`src/rtl/fb_pkg.sv`:
```
// Shared constants, colours and state encoding for the framebuffer writer.
// Also hosts the round-robin index helper used by the arbiter.
package fb_pkg;

    localparam int SCREEN_W = 160;
    localparam int SCREEN_H = 128;
    localparam int NPIX     = SCREEN_W * SCREEN_H;

    localparam logic [2:0] COLOR_FONDO = 3'b001;
    localparam logic [2:0] COLOR_BARRA = 3'b010;
    localparam logic [2:0] COLOR_BOLA  = 3'b111;
    localparam logic [2:0] ROJO        = 3'b100;

    typedef enum logic [1:0] {
        ARB   = 2'd0,
        CLEAR = 2'd1,
        DONE  = 2'd2
    } fb_state_t;

    // Requester visited at search step k: (last + 1 + k) mod 3.
    function automatic logic [1:0] rr_idx(
        input logic [1:0] last,
        input logic [1:0] k
    );
        logic [2:0] s;
        s = {1'b0, last} + {1'b0, k} + 3'd1;
        if (s >= 3'd6)
            s = s - 3'd6;
        else if (s >= 3'd3)
            s = s - 3'd3;
        return s[1:0];
    endfunction

endpackage

```
`src/rtl/fb_write_arbiter_if.sv`:
```
// Requester, clear-control and framebuffer write signals of the arbiter.
// master = client side, slave = arbiter side.
interface fb_write_arbiter_if #(
    parameter int AW = 15,
    parameter int DW = 3
);
    logic [2:0]    req;
    logic [AW-1:0] addr0;
    logic [AW-1:0] addr1;
    logic [AW-1:0] addr2;
    logic [DW-1:0] data0;
    logic [DW-1:0] data1;
    logic [DW-1:0] data2;
    logic [2:0]    ack;
    logic          clr_start;
    logic [DW-1:0] clr_color;
    logic          clr_busy;
    logic          clr_done;
    logic [AW-1:0] mem_px_addr;
    logic [DW-1:0] mem_px_data;
    logic          px_wr;
    logic          err_oob;

    modport master (
        output req, addr0, addr1, addr2,
        output data0, data1, data2,
        output clr_start, clr_color,
        input  ack, clr_busy, clr_done,
        input  mem_px_addr, mem_px_data,
        input  px_wr, err_oob
    );

    modport slave (
        input  req, addr0, addr1, addr2,
        input  data0, data1, data2,
        input  clr_start, clr_color,
        output ack, clr_busy, clr_done,
        output mem_px_addr, mem_px_data,
        output px_wr, err_oob
    );

endinterface

```
`src/rtl/fb_write_arbiter_rr_arb3.sv`:
```
// Three-way round-robin picker: first eligible requester
// starting from the one after the last grant.
module rr_arb3
    import fb_pkg::*;
(
    input  logic [2:0] elig,
    input  logic [1:0] last,
    output logic [1:0] gnt,
    output logic       vld
);

    logic [3:0] e;

    assign e = {1'b0, elig};

    // Scan backwards so the earliest position in the rotation wins.
    always_comb begin
        gnt = 2'd0;
        vld = 1'b0;
        for (int k = 2; k >= 0; k--) begin
            if (e[rr_idx(last, 2'(k))]) begin
                gnt = rr_idx(last, 2'(k));
                vld = 1'b1;
            end
        end
    end

endmodule

```
`src/rtl/fb_write_arbiter.sv`:
```
// Framebuffer write arbiter: round-robin pixel writes from three
// clients plus a full-screen fill engine; all outputs registered.
module fb_write_arbiter
    import fb_pkg::*;
#(
    parameter int AW = 15,
    parameter int DW = 3
) (
    input  logic clk,
    input  logic rst,
    fb_write_arbiter_if.slave bus
);

    localparam logic [AW-1:0] NPIX_A   = AW'(NPIX);
    localparam logic [AW-1:0] LAST_PIX = AW'(NPIX - 1);

    fb_state_t     state, state_nxt;
    logic [1:0]    last, last_nxt;
    logic [AW-1:0] cnt, cnt_nxt;
    logic [DW-1:0] color, color_nxt;

    logic [2:0]    ack_q, ack_nxt;
    logic          wr_q, wr_nxt;
    logic          oob_q, oob_nxt;
    logic          busy_q, busy_nxt;
    logic          done_q, done_nxt;
    logic [AW-1:0] addr_q, addr_nxt;
    logic [DW-1:0] data_q, data_nxt;

    logic [2:0]    elig;
    logic [1:0]    gnt;
    logic          vld;
    logic [AW-1:0] sel_addr;
    logic [DW-1:0] sel_data;

    // A requester acked this cycle is still showing its old req.
    assign elig = bus.req & ~ack_q;

    rr_arb3 u_rr (
        .elig (elig),
        .last (last),
        .gnt  (gnt),
        .vld  (vld)
    );

    always_comb begin
        sel_addr = bus.addr0;
        sel_data = bus.data0;
        unique case (gnt)
            2'd1: begin
                sel_addr = bus.addr1;
                sel_data = bus.data1;
            end
            2'd2: begin
                sel_addr = bus.addr2;
                sel_data = bus.data2;
            end
            default: ;
        endcase
    end

    always_comb begin
        state_nxt = state;
        last_nxt  = last;
        cnt_nxt   = cnt;
        color_nxt = color;
        ack_nxt   = 3'b000;
        wr_nxt    = 1'b0;
        oob_nxt   = 1'b0;
        done_nxt  = 1'b0;
        busy_nxt  = busy_q;
        addr_nxt  = addr_q;
        data_nxt  = data_q;
        unique case (state)
            ARB: begin
                if (bus.clr_start) begin
                    state_nxt = CLEAR;
                    color_nxt = bus.clr_color;
                    busy_nxt  = 1'b1;
                    cnt_nxt   = '0;
                end else if (vld) begin
                    ack_nxt  = 3'b001 << gnt;
                    last_nxt = gnt;
                    if (sel_addr >= NPIX_A) begin
                        oob_nxt = 1'b1;
                    end else begin
                        wr_nxt   = 1'b1;
                        addr_nxt = sel_addr;
                        data_nxt = sel_data;
                    end
                end
            end
            CLEAR: begin
                wr_nxt   = 1'b1;
                addr_nxt = cnt;
                data_nxt = color;
                if (cnt == LAST_PIX)
                    state_nxt = DONE;
                else
                    cnt_nxt = cnt + 1'b1;
            end
            DONE: begin
                busy_nxt  = 1'b0;
                done_nxt  = 1'b1;
                cnt_nxt   = '0;
                state_nxt = ARB;
            end
            default: state_nxt = ARB;
        endcase
    end

    always_ff @(posedge clk or negedge rst) begin
        if (!rst) begin
            state  <= ARB;
            last   <= 2'd2;
            cnt    <= '0;
            color  <= '0;
            ack_q  <= '0;
            wr_q   <= 1'b0;
            oob_q  <= 1'b0;
            busy_q <= 1'b0;
            done_q <= 1'b0;
            addr_q <= '0;
            data_q <= '0;
        end else begin
            state  <= state_nxt;
            last   <= last_nxt;
            cnt    <= cnt_nxt;
            color  <= color_nxt;
            ack_q  <= ack_nxt;
            wr_q   <= wr_nxt;
            oob_q  <= oob_nxt;
            busy_q <= busy_nxt;
            done_q <= done_nxt;
            addr_q <= addr_nxt;
            data_q <= data_nxt;
        end
    end

    assign bus.ack         = ack_q;
    assign bus.px_wr       = wr_q;
    assign bus.err_oob     = oob_q;
    assign bus.clr_busy    = busy_q;
    assign bus.clr_done    = done_q;
    assign bus.mem_px_addr = addr_q;
    assign bus.mem_px_data = data_q;

endmodule

```
`src/flat_wrapper.sv`:
```
// flat-port wrapper written by rule: the top's interface ports become plain ports
module fb_write_arbiter_flat import fb_pkg::*;
#(
    parameter int AW = 15,
    parameter int DW = 3
)
  (clk, rst, bus_req, bus_addr0, bus_addr1, bus_addr2, bus_data0, bus_data1, bus_data2, bus_clr_start, bus_clr_color, bus_ack, bus_clr_busy, bus_clr_done, bus_mem_px_addr, bus_mem_px_data, bus_px_wr, bus_err_oob);
  fb_write_arbiter_if #(.AW(AW), .DW(DW)) bus_i ();
  input  logic clk;
  input  logic rst;
  input wire logic [$bits(bus_i.req)-1:0] bus_req;
  input wire logic [$bits(bus_i.addr0)-1:0] bus_addr0;
  input wire logic [$bits(bus_i.addr1)-1:0] bus_addr1;
  input wire logic [$bits(bus_i.addr2)-1:0] bus_addr2;
  input wire logic [$bits(bus_i.data0)-1:0] bus_data0;
  input wire logic [$bits(bus_i.data1)-1:0] bus_data1;
  input wire logic [$bits(bus_i.data2)-1:0] bus_data2;
  input wire logic [$bits(bus_i.clr_start)-1:0] bus_clr_start;
  input wire logic [$bits(bus_i.clr_color)-1:0] bus_clr_color;
  output wire logic [$bits(bus_i.ack)-1:0] bus_ack;
  output wire logic [$bits(bus_i.clr_busy)-1:0] bus_clr_busy;
  output wire logic [$bits(bus_i.clr_done)-1:0] bus_clr_done;
  output wire logic [$bits(bus_i.mem_px_addr)-1:0] bus_mem_px_addr;
  output wire logic [$bits(bus_i.mem_px_data)-1:0] bus_mem_px_data;
  output wire logic [$bits(bus_i.px_wr)-1:0] bus_px_wr;
  output wire logic [$bits(bus_i.err_oob)-1:0] bus_err_oob;
  assign bus_i.req = bus_req;
  assign bus_i.addr0 = bus_addr0;
  assign bus_i.addr1 = bus_addr1;
  assign bus_i.addr2 = bus_addr2;
  assign bus_i.data0 = bus_data0;
  assign bus_i.data1 = bus_data1;
  assign bus_i.data2 = bus_data2;
  assign bus_i.clr_start = bus_clr_start;
  assign bus_i.clr_color = bus_clr_color;
  assign bus_ack = bus_i.ack;
  assign bus_clr_busy = bus_i.clr_busy;
  assign bus_clr_done = bus_i.clr_done;
  assign bus_mem_px_addr = bus_i.mem_px_addr;
  assign bus_mem_px_data = bus_i.mem_px_data;
  assign bus_px_wr = bus_i.px_wr;
  assign bus_err_oob = bus_i.err_oob;
  fb_write_arbiter #(.AW(AW), .DW(DW)) u_core (.clk(clk), .rst(rst), .bus(bus_i));
endmodule
```
`config.mk`:
```
export PLATFORM = sky130hd
export DESIGN_NAME = fb_write_arbiter_flat
export DESIGN_NICKNAME = d
export VERILOG_FILES = /design/src/rtl/fb_pkg.sv /design/src/rtl/fb_write_arbiter_if.sv /design/src/rtl/fb_write_arbiter_rr_arb3.sv /design/src/rtl/fb_write_arbiter.sv /design/src/flat_wrapper.sv
export SDC_FILE = /design/constraint.sdc
export NUM_CORES = 1
export LEC_CHECK = 0
export ABC_AREA = 1
export CORE_MARGIN = 2
export CORE_UTILIZATION = 52
export DETAILED_ROUTE_END_ITERATION = 10
export PLACE_DENSITY = 0.87
export SETUP_SLACK_MARGIN = 0.5
export SLEW_MARGIN = 30
export SYNTH_ARGS = -nofsm -noshare
export SYNTH_HDL_FRONTEND = slang
export SYNTH_SLANG_ARGS = --single-unit
```
`constraint.sdc`:
```
create_clock -name clk -period 4.5 [get_ports clk]
set_clock_uncertainty 0.05 [all_clocks]
set_input_delay 0.9 -clock clk [delete_from_list [all_inputs] [get_ports clk]]
set_output_delay 0.9 -clock clk [all_outputs]
set_load 0.05 [all_outputs]
```
==> results of run 1 <==
area by class of cell:
type	count	share of cell area [%]
clock buffer	6	2.06
clock inverter	2	0.874
inverter	35	3.28
multi-input combinational	309	39.7
sequential	47	29.4
tap	72	2.25
timing repair buffer	91	22.4
power by group through the flow:
stage	Sequential, W	Combinational [W]	Clock, W
3_3_place_gp	0.000430	0.000125	0
3_5_place_dp	0.000430	0.000129	0
6_report	0.000422	0.000129	0.000317
5_1_grt	0.000422	0.000141	0.000345
4_1_cts	0.000422	0.000129	0.000323
2_1_floorplan	0.000430	0.0000556	0
stage by stage:
stage               util (%)  power (W)  setup WS [ps]
floorplan                  -   0.000486           1460
global placement        70.2   0.000556            712
detailed placement      70.2   0.000559            547
CTS                     72.3   0.000874            858
global route            72.3   0.000908            515
finish                  72.3   0.000868            821
worst max-delay path: cells and delay by family:
family	cells	cell delay [ps]
buffers and inverters	3	640
AO/OA/AOI/OAI	1	60
AND/OR/NAND/NOR	14	1530
adder cells (fa/ha/maj)	1	680
routing by layer:
| layer | up-vias | GRT usage (%) | share of wire (%) |
|---|---|---|---|
| met5 | - | 0 | 0 |
| met4 | 0 | 6.61 | 1.3 |
| met3 | 11 | 4.19 | 6.5 |
| met2 | 120 | 44.4 | 50 |
| met1 | 1431 | 35.8 | 43 |
| li1 | 1512 | - | - |
worst paths after layout:
kind | from | depth (start not counted) | end
setup / recovery | bus_req[1] | 19 | u_core.bus.mem_px_addr[12]
hold / removal | u_core.state[0] | 1 | u_core.bus.clr_done
setup reg to reg | u_core.last[0] | 20 | u_core.bus.mem_px_addr[12]
hold reg to reg | u_core.state[0] | 1 | u_core.bus.clr_done
max in group asynchronous | rst | 1 | u_core.bus.mem_px_data[1]
min in group asynchronous | rst | 1 | u_core.state[0]
sequential cells by signal, summed over array words and instances, names as in the netlist, 2 cells and up:
signal                  flops
u_core.bus.ack              3
u_core.color                3
u_core.state                2
u_core.last                 2
u_core.bus.mem_px_addr     15
u_core.bus.mem_px_data      3
u_core.cnt                 15
synth_stat cells (all sizes together):
master	count	area share, %
a21o	1	0.25
a21oi	2	0.71
a31oi	1	0.21
buf	11	2.6
clkbuf	7	0.87
dfrtp	46	38
dfstp	1	0.87
ha	6	2.5
inv	35	4.4
mux2	3	1.1
nand2	136	19
nand3	63	11
nand3b	1	0.25
nand4	8	1.7
nor2	24	3.1
nor3	9	2.0
o211ai	11	2.7
o21ai	33	5.9
o22ai	2	0.83
or2	5	1.0
xor2	4	1.2
kinds of logic after synthesis:
kind of cell | share of synthesized area [%]
and+or+nand+nor | 37.6
buffers and inverters | 7.83
AOI/OAI and AO/OA | 10.6
DFF | 39.2
adders and majority gates | 2.50
xor gates and xnor gates | 1.17
muxes | 1.12
==> flow_summary.yaml, run 1 <==
power:
  clockPowerShare_pct: 36.5
  p_int_w: 0.000669
  p_switching_w: 0.000198
  sw_frac_of_total_pct: 22.9
  p_leak_nw: 1.84
  power_frac_comb_pct: 14.8
  seqPwrFrac_pct: 48.6
  peakVddDrop_mv: 0.164
  powerDensity_nw_per_um2: 216
sta:
  fin_hold_ws_ps: 403
  grt_setup_unrepaired: "no"
  setup_viol: 0
  final_hold_viol_count: 0
  period_needed_ps: 3680
  worst_pin_slew_ps: 795
  fmax_mhz: 272
  maxSlewViolCount: 0
  period_share_pct: 81.8
  setup-tns-final_ps: 0
  slew_headroom_pct: 47.0
layout:
  fillers: 442
  layout_common_cells: "nand2_1 (127), clkdlybuf4s50_1 (86), nand3_1 (61), dfrtp_1 (46), inv_1 (33)"
  fin_cells: 562
  seqCellArea_sq_um: 1180
  syn_to_final_growth_pct: 33.3
  insertedDiodeCount: 0
  finalInstanceArea_sq_um: 4010
  nNetsFinal: 558
  multi_input_area_sq_um: 1590
  layout-drive-gt1-share_pct: 8.37
  final_common_cell: "nand2_1"
clock_network:
  postCtsResizedCells: 0
  clockBufferDepth: 2
  clkTransAtPathRegs_ps: 80
  cts_tree: "built"
  htreeDepth: 2
  insertion_delay_ps: 300
  cts_hold_buf: 0
  cts_buffers: 5
  cts.sinks: 47
  clock-root-buffer: "clkbuf_8"
  cts_setup_buffers: 0
critical_path:
  worst_ep_required_time_ps: 4630
  arrival_ps: 3810
  critPathLaunchType: "input pin"
  timing.critical_path.mode_cell: "nand2_1"
  crit_type: "in -> reg"
  critPathCaptureType: "flip-flop"
  cpPeakStageDelay_ps: 680
  worst-path-max-fanout: 19
  crit_slowest_cell: "ha_1"
  worstPathCellList: "clkdlybuf4s50_1 -> inv_1 -> nor2_1 -> nand2_1 -> nand2_1 -> nor3_1 -> nor2_1 -> nor2_1 -> inv_1 -> ha_1 -> nand2_1 -> nand3_1 -> nand2_1 -> nand2_2 -> a21oi_4 -> nand2_4 -> nand2_8 -> nand2_1 -> nand2_1"
  rrSetupSlack_ps: 1120
route:
  dr.pass1.iters: 5
  vias_per_cell: 5.47
  vias: 3074
  drt_iter0_drc: 248
  finalWirelength_um: 8180
  drt-wirelength-per-cell_um: 14.6
  detail-route-antenna-nets: 0
  drc: 0
placement:
  io_buffers: 87
  dpl_cell_area_sq_um: 3890
  gp_congestion: 0.919
  dp.cells: 554
  dp_hpwl_um: 6040
global_routing:
  antenna_found_initial: 0
  grtUsageTotal_pct: 26.5
  grt_overflow: 0
  grt_pass1_wl_um: 13100
  grt_pass1_vias: 2777
  grt_max_degree: 48
synth:
  syn_area_sq_um: 3010
  ys_types: 37
  ys_warn_count: 0
  ys_seq_area_share_pct: 39.2
  syn_avg_cell_area_sq_um: 7.35
  ys_ff_latch: 47
  synth.net_count: 478
  netlist_instances: 409
floorplan:
  start_util_pct: 54.2
  num_io_pins: 88
  die_y_um: 80.0
  rows: 27
  die_x_um: 80.0
  core_area_sq_um: 5540
  die-area_sq_um: 6400
worst_hold_path:
  hold_path.class: "reg -> reg"
outcome:
  outcome: "completed"
run:
  cap_violations: 0
Power figures use the tool's default switching activity.
==> run 2: changes to the inputs <==
--- a/config.mk
+++ b/config.mk
@@ -7,9 +7,9 @@
 export LEC_CHECK = 0
 export ABC_AREA = 1
 export CORE_MARGIN = 2
-export CORE_UTILIZATION = 52
+export CORE_UTILIZATION = 43
 export DETAILED_ROUTE_END_ITERATION = 10
-export PLACE_DENSITY = 0.87
+export PLACE_DENSITY = 0.77
 export SETUP_SLACK_MARGIN = 0.5
 export SLEW_MARGIN = 30
 export SYNTH_ARGS = -nofsm -noshare
==> constraint.sdc (replaced) <==
create_clock -name clk -period 2.9 [get_ports clk]
set_clock_uncertainty 0.05 [all_clocks]
set_input_delay 0.58 -clock clk [delete_from_list [all_inputs] [get_ports clk]]
set_output_delay 0.58 -clock clk [all_outputs]
set_load 0.05 [all_outputs]
==> flow_summary.yaml, run 2 (synthesis results as in run 1) <==
global_routing:
  antenna_found_initial: 0
  grt_max_degree: 51
  grt_pass1_wl_um: 14200
  grt_overflow: 0
  busiest_layer: "met2"
  grtUsageTotal_pct: 23.6
  grt_pass1_vias: 2982
  use_met3_pct: 3.30
  met2_usage_pct: 38.2
  met1_usage_pct: 32.3
clock_network:
  clock-root-buffer: "clkbuf_8"
  clkTransAtPathRegs_ps: 100
  cts_buffers: 5
  cts.sinks: 47
  htreeDepth: 2
  insertion_delay_ps: 310
  cts_hold_buf: 0
  clockBufferDepth: 2
  cts_tree: "built"
sta:
  setup_ws_ps: -195
  period_needed_ps: 3090
  setup-tns-final_ps: -2490
  fmax_mhz: 323
  maxSlewViolCount: 0
  final_hold_viol_count: 0
  worst_pin_slew_ps: 601
  setup_viol: 19
  slew_headroom_pct: 59.9
  grt_setup_unrepaired: "yes"
  period_share_pct: 107
placement:
  dp_hpwl_um: 6240
  io_buffers: 87
  gp_congestion: 0.835
  post-place-ws_ps: -501
  dp.cells: 591
layout:
  seqCellArea_sq_um: 1180
  fin_cells: 626
  layout-drive-gt1-share_pct: 20.8
  final_common_cell: "nand2_1"
  multi_input_area_sq_um: 1830
  fillers: 524
  insertedDiodeCount: 0
  syn_to_final_growth_pct: 52.9
  layout_common_cells: "nand2_1 (120), clkdlybuf4s50_1 (83), nand3_1 (55), dfrtp_1 (46), buf_4 (35)"
  finalCoreUtilization_pct: 67.6
  nNetsFinal: 598
floorplan:
  start_util_pct: 44.2
  num_io_pins: 88
  die_y_um: 87.6
  core_area_sq_um: 6790
  die-area_sq_um: 7670
  die_x_um: 87.6
  rows: 30
critical_path:
  worstPathCellList: "buf_4 -> buf_6 -> ha_4 -> buf_6 -> nand3_4 -> nor3_4 -> nor2_1 -> nor2_1 -> inv_1 -> ha_4 -> or2_1 -> nand2_2 -> nand2_4 -> a21oi_4 -> buf_12 -> nand2_8 -> nand2_8 -> buf_6 -> nand2_1 -> nand2_1"
  critical_path.top_delay_family: "simple AND/OR/NAND/NOR gates"
  arrival_ps: 3290
  crit_slowest_cell: "dfrtp_1"
  cpPeakStageDelay_ps: 370
  worst_ep_required_time_ps: 3090
  timing.critical_path.mode_cell: "buf_6"
  crit_type: "reg -> reg"
  critPathLaunchType: "flip-flop"
  critPathCaptureType: "flip-flop"
  worst-path-max-fanout: 6
  crit_buf_inv: 6
route:
  dr.pass1.iters: 8
  detail-route-antenna-nets: 0
  finalWirelength_um: 10100
  vias_per_cell: 5.41
  drt_iter0_drc: 340
  drc: 0
  vias: 3389
  drt-wirelength-per-cell_um: 16.1
run:
  cap_violations: 0
outcome:
  violations: "setup timing"
  outcome: "finished with violations"
power:
  finalPower_w: 0.00144
  peakVddDrop_mv: 0.204
  p_leak_nw: 2.09
  powerDensity_nw_per_um2: 313
worst_hold_path:
  hold_path.class: "in -> async"
==> run 2: changes by cell type in the layout (fill, tap and decap cells not counted), sizes merged <==
cell	previous run	this run
dlymetal6s2s	0	1
clkdlybuf4s50	86	83
buf	5	41
dlygate4sd2	0	2
nand2	136	140
==> run 2: what timing repair did <==
action | 4_1_cts | 5_1_grt
endpoints found under the setup margin | 20 | 25
gates cloned | 4 | 0
pin swaps | 17 | 16
buffers inserted | 11 | 12
gates resized for setup | 28 | 29
==> run 2: where the power goes <==
| group | total [W] | internal, W | switching [W] |
|---|---|---|---|
| combinational | 0.000272 | 0.000145 | 0.000127 |
| clock | 0.000511 | 0.000279 | 0.000232 |
| sequential | 0.000655 | 0.000655 | 0 |
==> run 2: worst paths after layout <==
kind	startpoint	endpoint	slack (ps)	depth (start not counted)
max reg2reg	u_core.last[0]	u_core.bus.mem_px_addr[3]	-190	20
min in group clk	u_core.state[0]	u_core.bus.clr_done	410	1
min reg2reg	u_core.state[0]	u_core.bus.clr_done	410	1
min	rst	u_core.bus.mem_px_data[2]	220	1
max in group asynchronous	rst	u_core.bus.clr_done	2160	1
max	u_core.last[0]	u_core.bus.mem_px_addr[3]	-190	20
==> run 2: routing by layer <==
| layer | up-vias | routed length [um] |
|---|---|---|
| li1 | 1593 | - |
| met1 | 1598 | 4100 |
| met2 | 177 | 5150 |
| met3 | 21 | 661 |
| met4 | 0 | 164 |
| met5 | - | 0 |
==> run 2: cell type report <==
type,count,area share [%]
clock inverter,2,0.762
timing repair buffer,127,26.3
inverter,35,3.08
sequential,47,25.6
tap,96,2.61
multi-input combinational,313,39.8
clock buffer,6,1.80
==> run 2: metrics by stage <==
step / hold slack, ps / cell area (sq um)
after floorplan: 234 / 3020
after CTS: 259 / 4400
after detailed placement: 391 / 4050
final: 218 / 4600
after global routing: 272 / 4600
after global placement: 388 / 4040
==> run 3: changes to the inputs <==
--- a/config.mk
+++ b/config.mk
@@ -9,6 +9,7 @@
 export CORE_MARGIN = 2
 export CORE_UTILIZATION = 43
 export DETAILED_ROUTE_END_ITERATION = 10
+export GPL_TIMING_DRIVEN = 0
 export PLACE_DENSITY = 0.77
 export SETUP_SLACK_MARGIN = 0.5
 export SLEW_MARGIN = 30
==> flow_summary.yaml, run 3 (synthesis results as in run 1) <==
outcome:
  outcome: "finished with violations"
  violations: "setup timing"
route:
  vias_per_cell: 5.24
  vias: 3341
  finalWirelength_um: 9810
  drt_iter0_drc: 208
  dr.pass1.iters: 6
  drt-wirelength-per-cell_um: 15.4
  detail-route-antenna-nets: 0
  drc: 0
clock_network:
  clkTransAtPathRegs_ps: 90
  htreeDepth: 2
  cts_tree: "built"
  cts.sinks: 47
  insertion_delay_ps: 300
  cts_buffers: 5
  clock-root-buffer: "clkbuf_8"
  cts_hold_buf: 0
  clockBufferDepth: 2
global_routing:
  grtUsageTotal_pct: 25.1
  antenna_found_initial: 0
  grt_pass1_vias: 3152
  grt_max_degree: 48
  grt_pass1_wl_um: 14900
  grt_overflow: 0
critical_path:
  worst-path-max-fanout: 6
  worst_ep_required_time_ps: 3100
  cpPeakStageDelay_ps: 580
  reg2reg_from: "u_core.last[1]"
  rr_worst_depth: 21
  worstReg2RegEnd: "u_core.bus.mem_px_addr[12]"
  critPathCaptureType: "flip-flop"
  crit_path_end: "u_core.bus.mem_px_addr[12]"
  rrSetupSlack_ps: -60
  crit_slowest_cell: "dfstp_2"
  timing.critical_path.mode_cell: "buf_4"
  crit_type: "reg -> reg"
  critPathLaunchType: "flip-flop"
  worstPathCellList: "ha_4 -> inv_4 -> nand2_2 -> nand3_1 -> nand2_2 -> nand2_2 -> nor2_2 -> nor2_2 -> inv_2 -> ha_4 -> buf_6 -> or2_1 -> nand2_2 -> buf_4 -> buf_4 -> buf_4 -> buf_4 -> buf_4 -> o21ai_2 -> nand2_1 -> nand2_1"
  cp-startpoint: "u_core.last[1]"
  arrival_ps: 3160
sta:
  period_share_pct: 102
  fmax_mhz: 338
  grt_setup_unrepaired: "yes"
  maxSlewViolCount: 0
  setup_viol: 18
  slew_headroom_pct: 59.8
  period_needed_ps: 2960
  setup_ws_ps: -62.2
  fin_hold_ws_ps: 215
  worst_pin_slew_ps: 603
  final_hold_viol_count: 0
power:
  powerDensity_nw_per_um2: 312
  peakVddDrop_mv: 0.249
  p_leak_nw: 2.11
floorplan:
  die_y_um: 87.6
  start_util_pct: 44.2
  num_io_pins: 88
  core_area_sq_um: 6790
  die_x_um: 87.6
  rows: 30
  die-area_sq_um: 7670
layout:
  insertedDiodeCount: 0
  final_common_cell: "nand2_1"
  syn_to_final_growth_pct: 52.7
  fillers: 539
  layout-drive-gt1-share_pct: 23.7
  layout_common_cells: "nand2_1 (106), clkdlybuf4s50_1 (84), nand3_1 (59), dfrtp_1 (46), buf_4 (33)"
  nNetsFinal: 609
  finalInstanceArea_sq_um: 4590
placement:
  gp_congestion: 0.928
  io_buffers: 87
  dp_hpwl_um: 6610
  dpl_cell_area_sq_um: 4010
worst_hold_path:
  hold_path.class: "in -> async"
run:
  cap_violations: 0
run 3: stage by stage:
stage	TNS (ps)	utilization (%)	setup slack (ps)	cells	power, W
after global routing	-3370	67.6	-207	637	0.00148
after floorplan	0	-	106	409	0.000756
after CTS	0	65.8	32.3	628	0.00141
after detailed placement	-10160	59.1	-601	592	0.000878
final	-657	67.6	-62.2	637	0.00143
after global placement	-13880	59.1	-576	592	0.000876
run 3: timing repair:
action	4_1_cts	5_1_grt
cloned	2	0
resized for setup	43	17
setup endpoints to repair	22	25
pin swaps	23	11
setup buffers	26	9
run 3: metal layers:
layer  GRT usage [%]  share of wire (%)
met3            3.86                5.8
met1            32.2                 43
met2            43.5                 49
met4            8.11                1.8
met5               0                  0
run 3: worst min path at each step:
stage	from	to	slack, ps
after detailed placement	u_core.state[0]	u_core.bus.clr_done	400
after global routing	rst	u_core.bus.mem_px_addr[1]	270
after global placement	u_core.state[0]	u_core.bus.clr_done	390
after CTS	rst	u_core.bus.mem_px_addr[1]	250
after floorplan	rst	u_core.bus.ack[0]	230
final	rst	u_core.bus.mem_px_addr[1]	220
run 3: power breakdown:
group | total, W | internal (W) | switching (W)
Clock | 0.000509 | 0.000279 | 0.000230
Combinational | 0.000267 | 0.000146 | 0.000121
Sequential | 0.000655 | 0.000655 | 0
run 3: area by class of cell:
type / instances / area (sq um) / share of cell area (%)
well taps: 96 / 120 / 2.62
flip-flops and latches: 47 / 1180 / 25.6
clock buffers: 6 / 82.6 / 1.80
inverters: 35 / 136 / 2.97
multi-input cells: 309 / 1730 / 37.7
clock inverters: 2 / 35.0 / 0.763
repair buffers: 124 / 1180 / 25.7
plain buffers: 18 / 128 / 2.78
run 3: worst max-delay path: cells and delay by family, from the launching register on:
kind,cells,cell delay (ps)
buffers and inverters,8,870
AND/OR/NAND/NOR,10,800
flip-flops,1,580
adder cells (fa/ha/maj),2,510
AO/OA/AOI/OAI,1,100
